## config.mk

```make
export PLATFORM = sky130hd
export DESIGN_NAME = aoc_decimal_feeder
export DESIGN_NICKNAME = d
export VERILOG_FILES = /design/src/rtl/aoc_decimal_feeder.sv
export SDC_FILE = /design/constraint.sdc
export NUM_CORES = 1
export LEC_CHECK = 0
export CORE_UTILIZATION = 63
export DETAILED_ROUTE_END_ITERATION = 10
export PLACE_DENSITY_LB_ADDON = 0.12
export SLEW_MARGIN = 20
export SYNTH_ARGS = -nofsm -noshare
export SYNTH_HDL_FRONTEND = slang
export SYNTH_SLANG_ARGS = --single-unit
```

## constraint.sdc

```tcl
create_clock -name clk -period 12.1 [get_ports clk]
set_input_delay 1.21 -clock clk [delete_from_list [all_inputs] [get_ports clk]]
set_output_delay 1.21 -clock clk [all_outputs]
set_load 0.005 [all_outputs]
```

## src/rtl/aoc_decimal_feeder.sv

```systemverilog
// ASCII decimal stream parser: turns whitespace/comma separated unsigned numbers
// into a registered value/enable strobe stream for a solver block.
module aoc_decimal_feeder #(
    parameter int unsigned WIDTH = 32
) (
    input  logic             clk,
    input  logic             reset,
    input  logic [7:0]       in_data,
    input  logic             in_valid,
    input  logic             in_last,
    output logic             in_ready,
    output logic [WIDTH-1:0] value,
    output logic             enable,
    output logic [WIDTH-1:0] count,
    output logic             done,
    output logic             overflow,
    output logic             format_error
);

    localparam int unsigned XW = WIDTH + 4;

    typedef enum logic [1:0] {
        IDLE   = 2'd0,
        NUMBER = 2'd1,
        DONE   = 2'd2
    } state_t;

    state_t           state;
    logic [WIDTH-1:0] acc;

    logic             is_digit_c;
    logic             is_sep_c;
    logic [XW-1:0]    prod_c;
    logic             prod_ovf_c;

    // Byte classification and the widened acc*10 + d step.
    always_comb begin
        is_digit_c = (in_data >= 8'h30) && (in_data <= 8'h39);
        is_sep_c   = (in_data == 8'h0A) || (in_data == 8'h0D) || (in_data == 8'h20) ||
                     (in_data == 8'h09) || (in_data == 8'h2C);
        prod_c     = XW'(acc) * XW'(10) + XW'(in_data - 8'h30);
        prod_ovf_c = (prod_c[XW-1:WIDTH] != 4'd0);
    end

    always_ff @(posedge clk) begin
        if (reset) begin
            state        <= IDLE;
            acc          <= '0;
            in_ready     <= 1'b1;
            value        <= '0;
            enable       <= 1'b0;
            count        <= '0;
            done         <= 1'b0;
            overflow     <= 1'b0;
            format_error <= 1'b0;
        end else begin
            enable <= 1'b0;
            if (in_valid && in_ready) begin
                if (is_digit_c) begin
                    acc   <= prod_c[WIDTH-1:0];
                    state <= NUMBER;
                    if (prod_ovf_c) begin
                        overflow <= 1'b1;
                    end
                    // Final digit with no trailing separator still closes the number.
                    if (in_last) begin
                        value  <= prod_c[WIDTH-1:0];
                        enable <= 1'b1;
                        count  <= count + WIDTH'(1);
                    end
                end else begin
                    if (!is_sep_c) begin
                        format_error <= 1'b1;
                    end
                    if (state == NUMBER) begin
                        value  <= acc;
                        enable <= 1'b1;
                        count  <= count + WIDTH'(1);
                    end
                    acc   <= '0;
                    state <= IDLE;
                end
                if (in_last) begin
                    state    <= DONE;
                    done     <= 1'b1;
                    in_ready <= 1'b0;
                end
            end
        end
    end

endmodule
```

==> flow_metrics.py, run 1 <==
metrics = {
    "run_status": {
        "status": "finished clean",
    },
    "setup_path": {
        "reg2regPathDepth": 19,
        "critPathKind": "reg -> reg",
        "r2r_setup_slack_ps": 6410,
        "cpMostUsedCell": "ha_1",
        "cp_cell_sequence": "ha_1, ha_1, fa_1, a21oi_1, nor2_1, nor4b_1, o32a_1, nand3_1, a31o_2, nand3_1, and2_1, o21ai_0, o311ai_0, ha_1, a32oi_1, nor2_1, or4b_2, nor4_1, a311oi_1",
        "cp_top_family": "simple AND/OR/NAND/NOR gates",
        "end_kind": "register",
        "crit_required_ps": 12300,
        "crit_path_start_kind": "register",
        "cpPeakStageDelay_ps": 630,
        "rr_startpoint": "acc[1]",
        "crit_buf_inv": 0,
        "r2r-end": "overflow",
        "critPathArrivalTime_ps": 5890,
        "crit_fanout": 5,
        "critPathSlowestCell": "or4b_2",
    },
    "die": {
        "die_width_microns": 114,
        "pin_count": 81,
        "start_util": 0.650,
        "die_h_microns": 114,
        "core_sq_um": 12100,
        "fp-row-count": 40,
        "die_area_sq_um": 12900,
    },
    "cts": {
        "cts_resized": 0,
        "path_clk_slew_ps": 70,
        "htreeDepth": 3,
        "cts_buffers": 9,
        "clock_latency_ps": 360,
        "clock-sinks": 103,
        "postCtsSetupRepairBufs": 0,
        "cts_tree": "done",
        "cts-root-buf": "clkbuf_16",
        "clk_path_buf_depth": 2,
        "ctsHoldBuffers": 0,
    },
    "route": {
        "dr_total_vias": 7508,
        "first_iter_violations": 671,
        "ant_nets": 0,
        "viasPerCell": 6.04,
        "drt_pass1_iterations": 5,
        "wirelength_mm": 19.8,
        "drc": 0,
        "wire_per_inst_microns": 15.9,
    },
    "yosys": {
        "synth_largest_area_cell": "dfxtp_1",
        "synth_cell_type_count": 60,
        "synth-warning-count": 0,
        "ys_seq_elements": 103,
        "async_flop_share": 0,
        "synth_area_sq_um": 7840,
        "syn-num-nets": 1128,
        "ys.flop_type": "dfxtp_1",
        "synth_top_area_frac": 0.263,
        "synthCells": 1015,
        "synth_edf_count": 0,
        "yosysSeqAreaShare": 0.263,
        "synth_top_cells_by_area": "dfxtp_1 26%, ha_1 16%, a21oi_1 6.6%",
        "avgSynthCellArea_sq_um": 7.72,
    },
    "placed_design": {
        "dpl.hpwl_mm": 14.4,
        "place.gp.congestion": 0.894,
        "place.port_buffers": 80,
        "place_ws_ps": 6560,
    },
    "global_routing": {
        "globalRouteOverflowTotal": 0,
        "grt_usage": 0.315,
        "grt_pass1_wl_mm": 32.9,
        "antenna_found_initial": 0,
        "grt_max_degree": 105,
        "grt_pass1_vias": 6796,
    },
    "worst_hold_path": {
        "min_from": "value[2]",
        "min_to": "value[2]",
        "hold_depth": 2,
        "hold_path.class": "reg -> reg",
    },
    "sta": {
        "setup_tns_ps": 0,
        "slew_headroom": 0.293,
        "slew_viol_final": 0,
        "setup_slack_ps": 6410,
        "min_period_ps": 5690,
        "clock_skew_ps": 7.62,
        "fmaxAchievable_mhz": 176,
        "rsz0062_at_grt": "false",
        "finalCritPeriodShare": 0.470,
        "setup_viol": 0,
        "worst_slew_pin_slew_ps": 1060,
        "finalHoldViolCount": 0,
    },
    "cells_and_area": {
        "nets": 1183,
        "fillers": 947,
        "drive_gt1_frac": 0.0363,
        "area_delta_synth_final_pct": 15.6,
        "diodes": 0,
    },
    "job": {
        "maxCapViolCount": 0,
    },
    "power": {
        "peakVddDrop_uv": 67.0,
        "cellLeakagePower_nw": 3.84,
        "p_total_mw": 0.733,
        "cellPowerDensity_nw_per_um2": 80.9,
    },
}
[Yosys cell counts, drive strengths merged, types with 3 or more instances]
master  number
nor2       131
nand2      115
a21oi      104
dfxtp      103
ha          99
xor2        43
a211oi      38
clkbuf      38
nand3       38
xnor2       38
o21ai       36
nor3        32
a21o        27
inv         23
nand4       17
o21a        17
a31oi        9
a311oi       8
and3         8
o21bai       8
nand2b       7
nor2b        7
a21boi       6
and2         6
buf          5
nor4         5
o211ai       5
or2          4
or3          4
a221oi       3
[area by class of cell]
type                       count  area [sq um]  area share
clock buffer                   9           225      0.0249
tap                          168           210      0.0232
sequential                   103          2060       0.228
timing repair buffer          87           851      0.0939
clock inverter                 7          95.1      0.0105
multi-input combinational    846          5530       0.611
inverter                      23          86.3     0.00953
[cell usage in the layout (no fill, tap or decap), drive strengths merged, types with 6 or more instances in the layout]
cell,netlist,final
nor2,131,131
nand2,115,115
a21oi,104,104
dfxtp,103,103
ha,99,99
clkdlybuf4s50,0,79
xor2,43,43
xnor2,38,38
a211oi,38,38
nand3,38,38
o21ai,36,36
nor3,32,32
a21o,27,27
inv,23,27
o21a,17,17
nand4,17,17
a31oi,9,9
clkbuf,38,9
o21bai,8,8
a311oi,8,8
and3,8,8
buf,5,8
nor2b,7,7
nand2b,7,7
and2,6,6
a21boi,6,6
[cells by family after synthesis]
logic type                 after synthesis  share of synthesized area
AOI/OAI and AO/OA                      280                      0.230
muxes                                    2                    0.00287
xor gates and xnor gates                81                     0.0905
DFF                                    103                      0.263
adders and majority gates              101                      0.163
and+or+nand+nor                        382                      0.218
buffers and inverters                   66                     0.0322
[how the worst max path moves through the flow]
stage | slack (ps) | endpoint | cells after the start | startpoint
4_1_cts | 6540 | overflow | 19 | acc[1]
6_report | 6410 | overflow | 19 | acc[1]
3_5_place_dp | 6560 | overflow | 19 | acc[1]
2_1_floorplan | 6330 | overflow | 13 | in_data[4]
5_1_grt | 5920 | overflow | 19 | acc[1]
3_3_place_gp | 6730 | overflow | 19 | acc[1]
[metrics by stage]
stage / cells / utilization / hold WS [ps] / area, sq um
6_report: 1243 / 0.751 / 461 / 9060
5_1_grt: 1243 / 0.751 / 465 / 9060
3_3_place_gp: 1227 / 0.725 / 440 / 8740
2_1_floorplan: 1015 / - / 437 / 7840
4_1_cts: 1243 / 0.751 / 458 / 9060
3_5_place_dp: 1227 / 0.725 / 448 / 8740
[metal layers]
metal / wire length, microns / part of all wire / global-route usage
met2: 8720 / 0.44 / 0.499
met4: 417 / 0.021 / 0.0912
met1: 9580 / 0.48 / 0.440
met5: 0 / 0 / 0
met3: 1100 / 0.056 / 0.0515
[registers in the layout, summed over array words and instances, names as in the netlist]
signal        count
acc              32
count            32
value            32
state             2
done              1
enable            1
format_error      1
in_ready          1
overflow          1
[report_power, final]
group          total (mW)  switching (mW)  leakage, nW  internal, mW
Combinational      0.0741          0.0467         2.85        0.0274
Sequential          0.344         0.00228        0.831         0.342
Clock               0.315           0.148        0.157         0.167
[worst min-delay path, delay by kind of cell (launching register included)]
kind            cells  cell delay [ps]
simple gates        1               50
flops               1              320
compound gates      1               50
Note: power is estimated with default switching activity, not from simulation.
==> run 2, diff against run 1 <==
--- a/config.mk
+++ b/config.mk
@@ -5,7 +5,7 @@
 export SDC_FILE = /design/constraint.sdc
 export NUM_CORES = 1
 export LEC_CHECK = 0
-export CORE_UTILIZATION = 63
+export CORE_UTILIZATION = 53
 export DETAILED_ROUTE_END_ITERATION = 10
 export PLACE_DENSITY_LB_ADDON = 0.12
 export SLEW_MARGIN = 20
==> constraint.sdc (replaced) <==
create_clock -name clk -period 4.9 [get_ports clk]
set_input_delay 0.49 -clock clk [delete_from_list [all_inputs] [get_ports clk]]
set_output_delay 0.49 -clock clk [all_outputs]
set_load 0.005 [all_outputs]
==> flow_metrics.py, run 2 (synthesis gave the netlist of run 1 again) <==
metrics = {
    "cells_and_area": {
        "diodes": 0,
        "final_cell_mix": "129 x nor2_1, 115 x nand2_1, 101 x dfxtp_1",
        "design_area_sq_um": 9760,
        "nets": 1228,
        "area_delta_synth_final_pct": 24.5,
        "fillers": 1235,
        "drive_gt1_frac": 0.115,
        "top_regs": "acc x32, count x32, value x32",
        "final_common_cell": "nor2_1",
    },
    "cts": {
        "path_clk_slew_ps": 80,
        "cts_buffers": 9,
        "htreeDepth": 3,
        "cts-root-buf": "clkbuf_16",
        "clk_path_buf_depth": 2,
        "clock_latency_ps": 360,
        "ctsHoldBuffers": 0,
        "cts_tree": "done",
        "clock-sinks": 103,
    },
    "route": {
        "first_iter_violations": 590,
        "dr_total_vias": 7677,
        "ant_nets": 0,
        "viasPerCell": 5.89,
        "drc": 0,
        "drt_pass1_iterations": 5,
        "wire_per_inst_microns": 16.2,
        "wirelength_mm": 21.1,
    },
    "power": {
        "peakVddDrop_uv": 198,
        "cellLeakagePower_nw": 4.11,
        "cellPowerDensity_nw_per_um2": 190,
    },
    "global_routing": {
        "grt_usage": 0.273,
        "grt_pass1_vias": 6795,
        "grt_pass1_wl_mm": 32.9,
        "globalRouteOverflowTotal": 0,
        "grt_max_degree": 105,
        "antenna_found_initial": 0,
    },
    "job": {
        "maxCapViolCount": 0,
    },
    "placed_design": {
        "dpl_cell_area_sq_um": 9070,
        "place.gp.congestion": 0.901,
        "place.port_buffers": 80,
        "dpl.hpwl_mm": 15.1,
    },
    "setup_path": {
        "rr_startpoint": "acc[3]",
        "setup.worst_path.start": "acc[3]",
        "reg2regPathDepth": 21,
        "crit_required_ps": 5140,
        "end_kind": "register",
        "crit_fanout": 3,
        "crit_path_start_kind": "register",
        "r2r_setup_slack_ps": 80,
        "crit_path_end": "overflow",
        "r2r-end": "overflow",
        "critPathKind": "reg -> reg",
        "critPathArrivalTime_ps": 5060,
    },
    "sta": {
        "setup_viol": 0,
        "fmaxAchievable_mhz": 208,
        "min_period_ps": 4820,
        "finalHoldViolCount": 0,
        "clock_skew_ps": 7.55,
        "worst_slew_pin_slew_ps": 773,
        "rsz0062_at_grt": "true",
        "slew_headroom": 0.480,
        "holdWs_ps": 456,
        "slew_viol_final": 0,
        "finalCritPeriodShare": 0.984,
    },
    "die": {
        "pin_count": 81,
        "core_sq_um": 14500,
        "die_width_microns": 124,
        "die_h_microns": 124,
        "fp-row-count": 44,
        "start_util": 0.541,
        "die_area_sq_um": 15300,
    },
    "run_status": {
        "status": "finished clean",
    },
    "worst_hold_path": {
        "hold_path.class": "reg -> reg",
    },
}
-- run 2: changes by cell type in the layout (fill, tap and decap cells not counted), sizes merged --
cell	delta
clkinv	-2
clkinvlp	+1
inv	+1
buf	+45
-- run 2: layout make-up --
| cell class | instances | area (sq um) | area share |
|---|---|---|---|
| Inverter | 23 | 86.3 | 0.00885 |
| Clock inverter | 7 | 93.8 | 0.00962 |
| Clock buffer | 9 | 225 | 0.0231 |
| Sequential cell | 103 | 2060 | 0.212 |
| Tap cell | 184 | 230 | 0.0236 |
| Timing Repair Buffer | 132 | 1220 | 0.125 |
| Multi-Input combinational cell | 846 | 5840 | 0.598 |
-- run 2: worst max-delay path, stage by stage (launching register included) --
cell and delay [ps]:
dfxtp_2 340, ha_4 240, ha_4 170, fa_2 420
a21oi_4 160, nor2_2 50, nor4b_2 310, buf_4 180
o32a_1 170, nand3_2 110, a31o_4 280, nand3_2 90
and2_4 160, o21ai_4 60, o311ai_2 280, ha_1 310
buf_6 130, a32oi_2 200, nor2_1 90, or4b_4 560
nor4_4 280, a311oi_1 120
-- run 2: metal layers --
metal  part of all wire  GRT usage  up-vias
met2               0.45      0.434      217
met3              0.049     0.0275       22
met5                  0          0        -
met1               0.49      0.388     3585
li1                   -          -     3853
met4              0.013     0.0836        0
-- run 2: timing repair --
| item | 4_1_cts | 5_1_grt |
|---|---|---|
| pin swaps | 4 | 48 |
| buffers inserted | 0 | 4 |
| setup endpoints to repair | 9 | 17 |
| resized for setup | 7 | 63 |
| gates cloned | 0 | 0 |
| hold endpoints to repair | 0 | 0 |
-- run 2: stage by stage --
step,cells,power [mW],utilization,setup TNS (ps),setup WS [ps]
2_1_floorplan,1015,0.990,-,0,121
3_3_place_gp,1283,1.06,0.626,-171,-171
3_5_place_dp,1283,1.06,0.626,-486,-325
4_1_cts,1299,1.85,0.650,0,9.46
5_1_grt,1304,1.91,0.674,-161,-92.0
6_report,1304,1.85,0.674,0,80.7
-- run 2: worst min-delay path by stage --
stage | cells after the start | slack, ps | from | endpoint
finish | 2 | 460 | value[2] | value[2]
global route | 2 | 480 | value[2] | value[2]
CTS | 2 | 460 | value[2] | value[2]
detailed placement | 2 | 450 | value[2] | value[2]
global placement | 2 | 440 | value[2] | value[2]
floorplan | 2 | 440 | state[1] | state[1]
-- run 2: report_power, final --
| part | total, mW | internal (mW) | switching [mW] |
|---|---|---|---|
| logic | 0.211 | 0.0854 | 0.125 |
| registers | 0.849 | 0.844 | 0.00533 |
| clock network | 0.795 | 0.415 | 0.380 |
| total | 1.85 | 1.34 | 0.511 |
==> run 3, diff against run 2 <==
--- a/config.mk
+++ b/config.mk
@@ -5,7 +5,8 @@
 export SDC_FILE = /design/constraint.sdc
 export NUM_CORES = 1
 export LEC_CHECK = 0
-export CORE_UTILIZATION = 53
+export CORE_UTILIZATION = 54
+export CTS_BUF_LIST = sky130_fd_sc_hd__clkbuf_4
 export DETAILED_ROUTE_END_ITERATION = 10
 export PLACE_DENSITY_LB_ADDON = 0.12
 export SLEW_MARGIN = 20
==> flow_metrics.py, run 3 (synthesis gave the netlist of run 1 again) <==
metrics = {
    "placed_design": {
        "dpl.cell_count": 1282,
        "place_ws_ps": -309,
        "place.gp.congestion": 0.894,
        "place.port_buffers": 80,
        "dpl.hpwl_mm": 14.8,
        "dpl_cell_area_sq_um": 9090,
    },
    "sta": {
        "finalCritPeriodShare": 0.957,
        "holdWs_ps": 469,
        "worst_slew_pin_slew_ps": 1090,
        "setup_slack_ps": 210,
        "setup_viol": 0,
        "finalHoldViolCount": 0,
        "fmaxAchievable_mhz": 213,
        "setup_tns_ps": 0,
        "slew_headroom": 0.270,
        "slew_viol_final": 0,
        "min_period_ps": 4690,
        "clock_skew_ps": 15.6,
    },
    "cts": {
        "htreeDepth": 3,
        "cts_buffers": 9,
        "cts_tree": "done",
        "path_clk_slew_ps": 180,
        "ctsHoldBuffers": 0,
        "clock-sinks": 103,
        "clk_path_buf_depth": 2,
        "cts-root-buf": "clkbuf_4",
        "clock_latency_ps": 500,
    },
    "route": {
        "first_iter_violations": 510,
        "drc": 0,
        "dr_total_vias": 7692,
        "ant_nets": 0,
        "wire_per_inst_microns": 15.7,
        "drt_pass1_iterations": 5,
        "wirelength_mm": 20.5,
        "viasPerCell": 5.91,
    },
    "die": {
        "pin_count": 81,
        "start_util": 0.558,
        "core_sq_um": 14000,
        "die_h_microns": 122,
        "fp-row-count": 43,
        "die_width_microns": 122,
        "die_area_sq_um": 15000,
    },
    "power": {
        "cellPowerDensity_nw_per_um2": 164,
        "peakVddDrop_uv": 117,
        "cellLeakagePower_nw": 4.05,
    },
    "cells_and_area": {
        "nets": 1229,
        "final_cell_mix": "128 x nor2_1, 115 x nand2_1, 95 x dfxtp_1",
        "final_common_cell": "nor2_1",
        "top_regs": "acc x32, count x32, value x32",
        "fillers": 1207,
        "area_delta_synth_final_pct": 22.2,
        "design_area_sq_um": 9570,
        "drive_gt1_frac": 0.121,
        "final_cells": 1302,
    },
    "setup_path": {
        "crit_required_ps": 5260,
        "cpPeakStageDelay_ps": 380,
        "crit_fanout": 6,
        "cp_top_family": "compound AO/OA/AOI/OAI gates",
        "crit_buf_inv": 4,
        "cpMostUsedCell": "buf_4",
        "crit_path_start_kind": "register",
        "r2r_setup_slack_ps": 210,
        "end_kind": "register",
        "rr_startpoint": "acc[1]",
        "reg2regPathDepth": 25,
        "critPathSlowestCell": "dfxtp_2",
        "r2r-end": "value[21]",
        "critPathArrivalTime_ps": 5050,
        "critPathKind": "reg -> reg",
    },
    "global_routing": {
        "grt_max_degree": 105,
        "grt_pass1_vias": 6853,
        "grt_pass1_wl_mm": 33.0,
        "globalRouteOverflowTotal": 0,
        "grt_usage": 0.276,
        "antenna_found_initial": 1,
    },
    "worst_hold_path": {
        "hold_path.class": "reg -> reg",
        "min_from": "value[2]",
        "min_to": "value[2]",
        "hold_depth": 2,
    },
    "job": {
        "maxCapViolCount": 0,
    },
    "run_status": {
        "status": "finished clean",
    },
}
## run 3: cell types whose count changed in the layout (fill, tap and decap cells not counted), sizes merged
cell,previous run,this run
clkinv,0,1
diode,0,1
buf,53,54
inv,28,27
## run 3: per-layer routing
layer | vias up | wire length, microns | GRT usage
met1 | 3585 | 9890 | 0.390
met2 | 226 | 9060 | 0.441
li1 | 3861 | - | -
met3 | 20 | 1240 | 0.0293
met5 | - | 0 | 0
met4 | 0 | 265 | 0.0793
## run 3: area by class of cell
type                       instances  area, sq um  area share
multi-input combinational        846         5830       0.608
sequential                       103         2070       0.217
timing repair buffer             133         1200       0.125
tap                              180          225      0.0235
clock inverter                     7         96.3      0.0101
inverter                          23         86.3     0.00902
clock buffer                       9         67.6     0.00706
antenna                            1         2.50    0.000261
## run 3: worst min-delay path: stages, from the launching register on
cell     delay, ps
dfxtp_1        340
nand2_1         50
a21oi_1         50
## run 3: how the worst max path moves through the flow
stage,startpoint,to,slack (ps),depth (start not counted)
global placement,acc[1],overflow,-170,20
global route,acc[1],value[21],-10,25
CTS,acc[1],overflow,20,20
detailed placement,acc[1],overflow,-310,20
floorplan,acc[1],overflow,120,19
finish,acc[1],value[21],210,25
## run 3: where the power goes
part | leakage (nW) | total, mW | internal, mW | switching [mW]
Combinational | 3.13 | 0.201 | 0.0800 | 0.121
Sequential | 0.835 | 0.851 | 0.846 | 0.00562
Clock | 0.0853 | 0.513 | 0.172 | 0.341
Total | 4.05 | 1.57 | 1.10 | 0.467
## run 3: timing repair
| item | CTS | global route |
|---|---|---|
| setup endpoints to repair | 6 | 21 |
| gates resized for setup | 17 | 54 |
| pin swaps | 9 | 33 |
| cloned | 0 | 0 |
| setup buffers | 1 | 2 |
## run 3: per-stage QoR
step | utilization | power, mW
2_1_floorplan | - | 0.990
3_3_place_gp | 0.647 | 1.06
3_5_place_dp | 0.647 | 1.06
4_1_cts | 0.664 | 1.57
5_1_grt | 0.682 | 1.62
6_report | 0.682 | 1.57
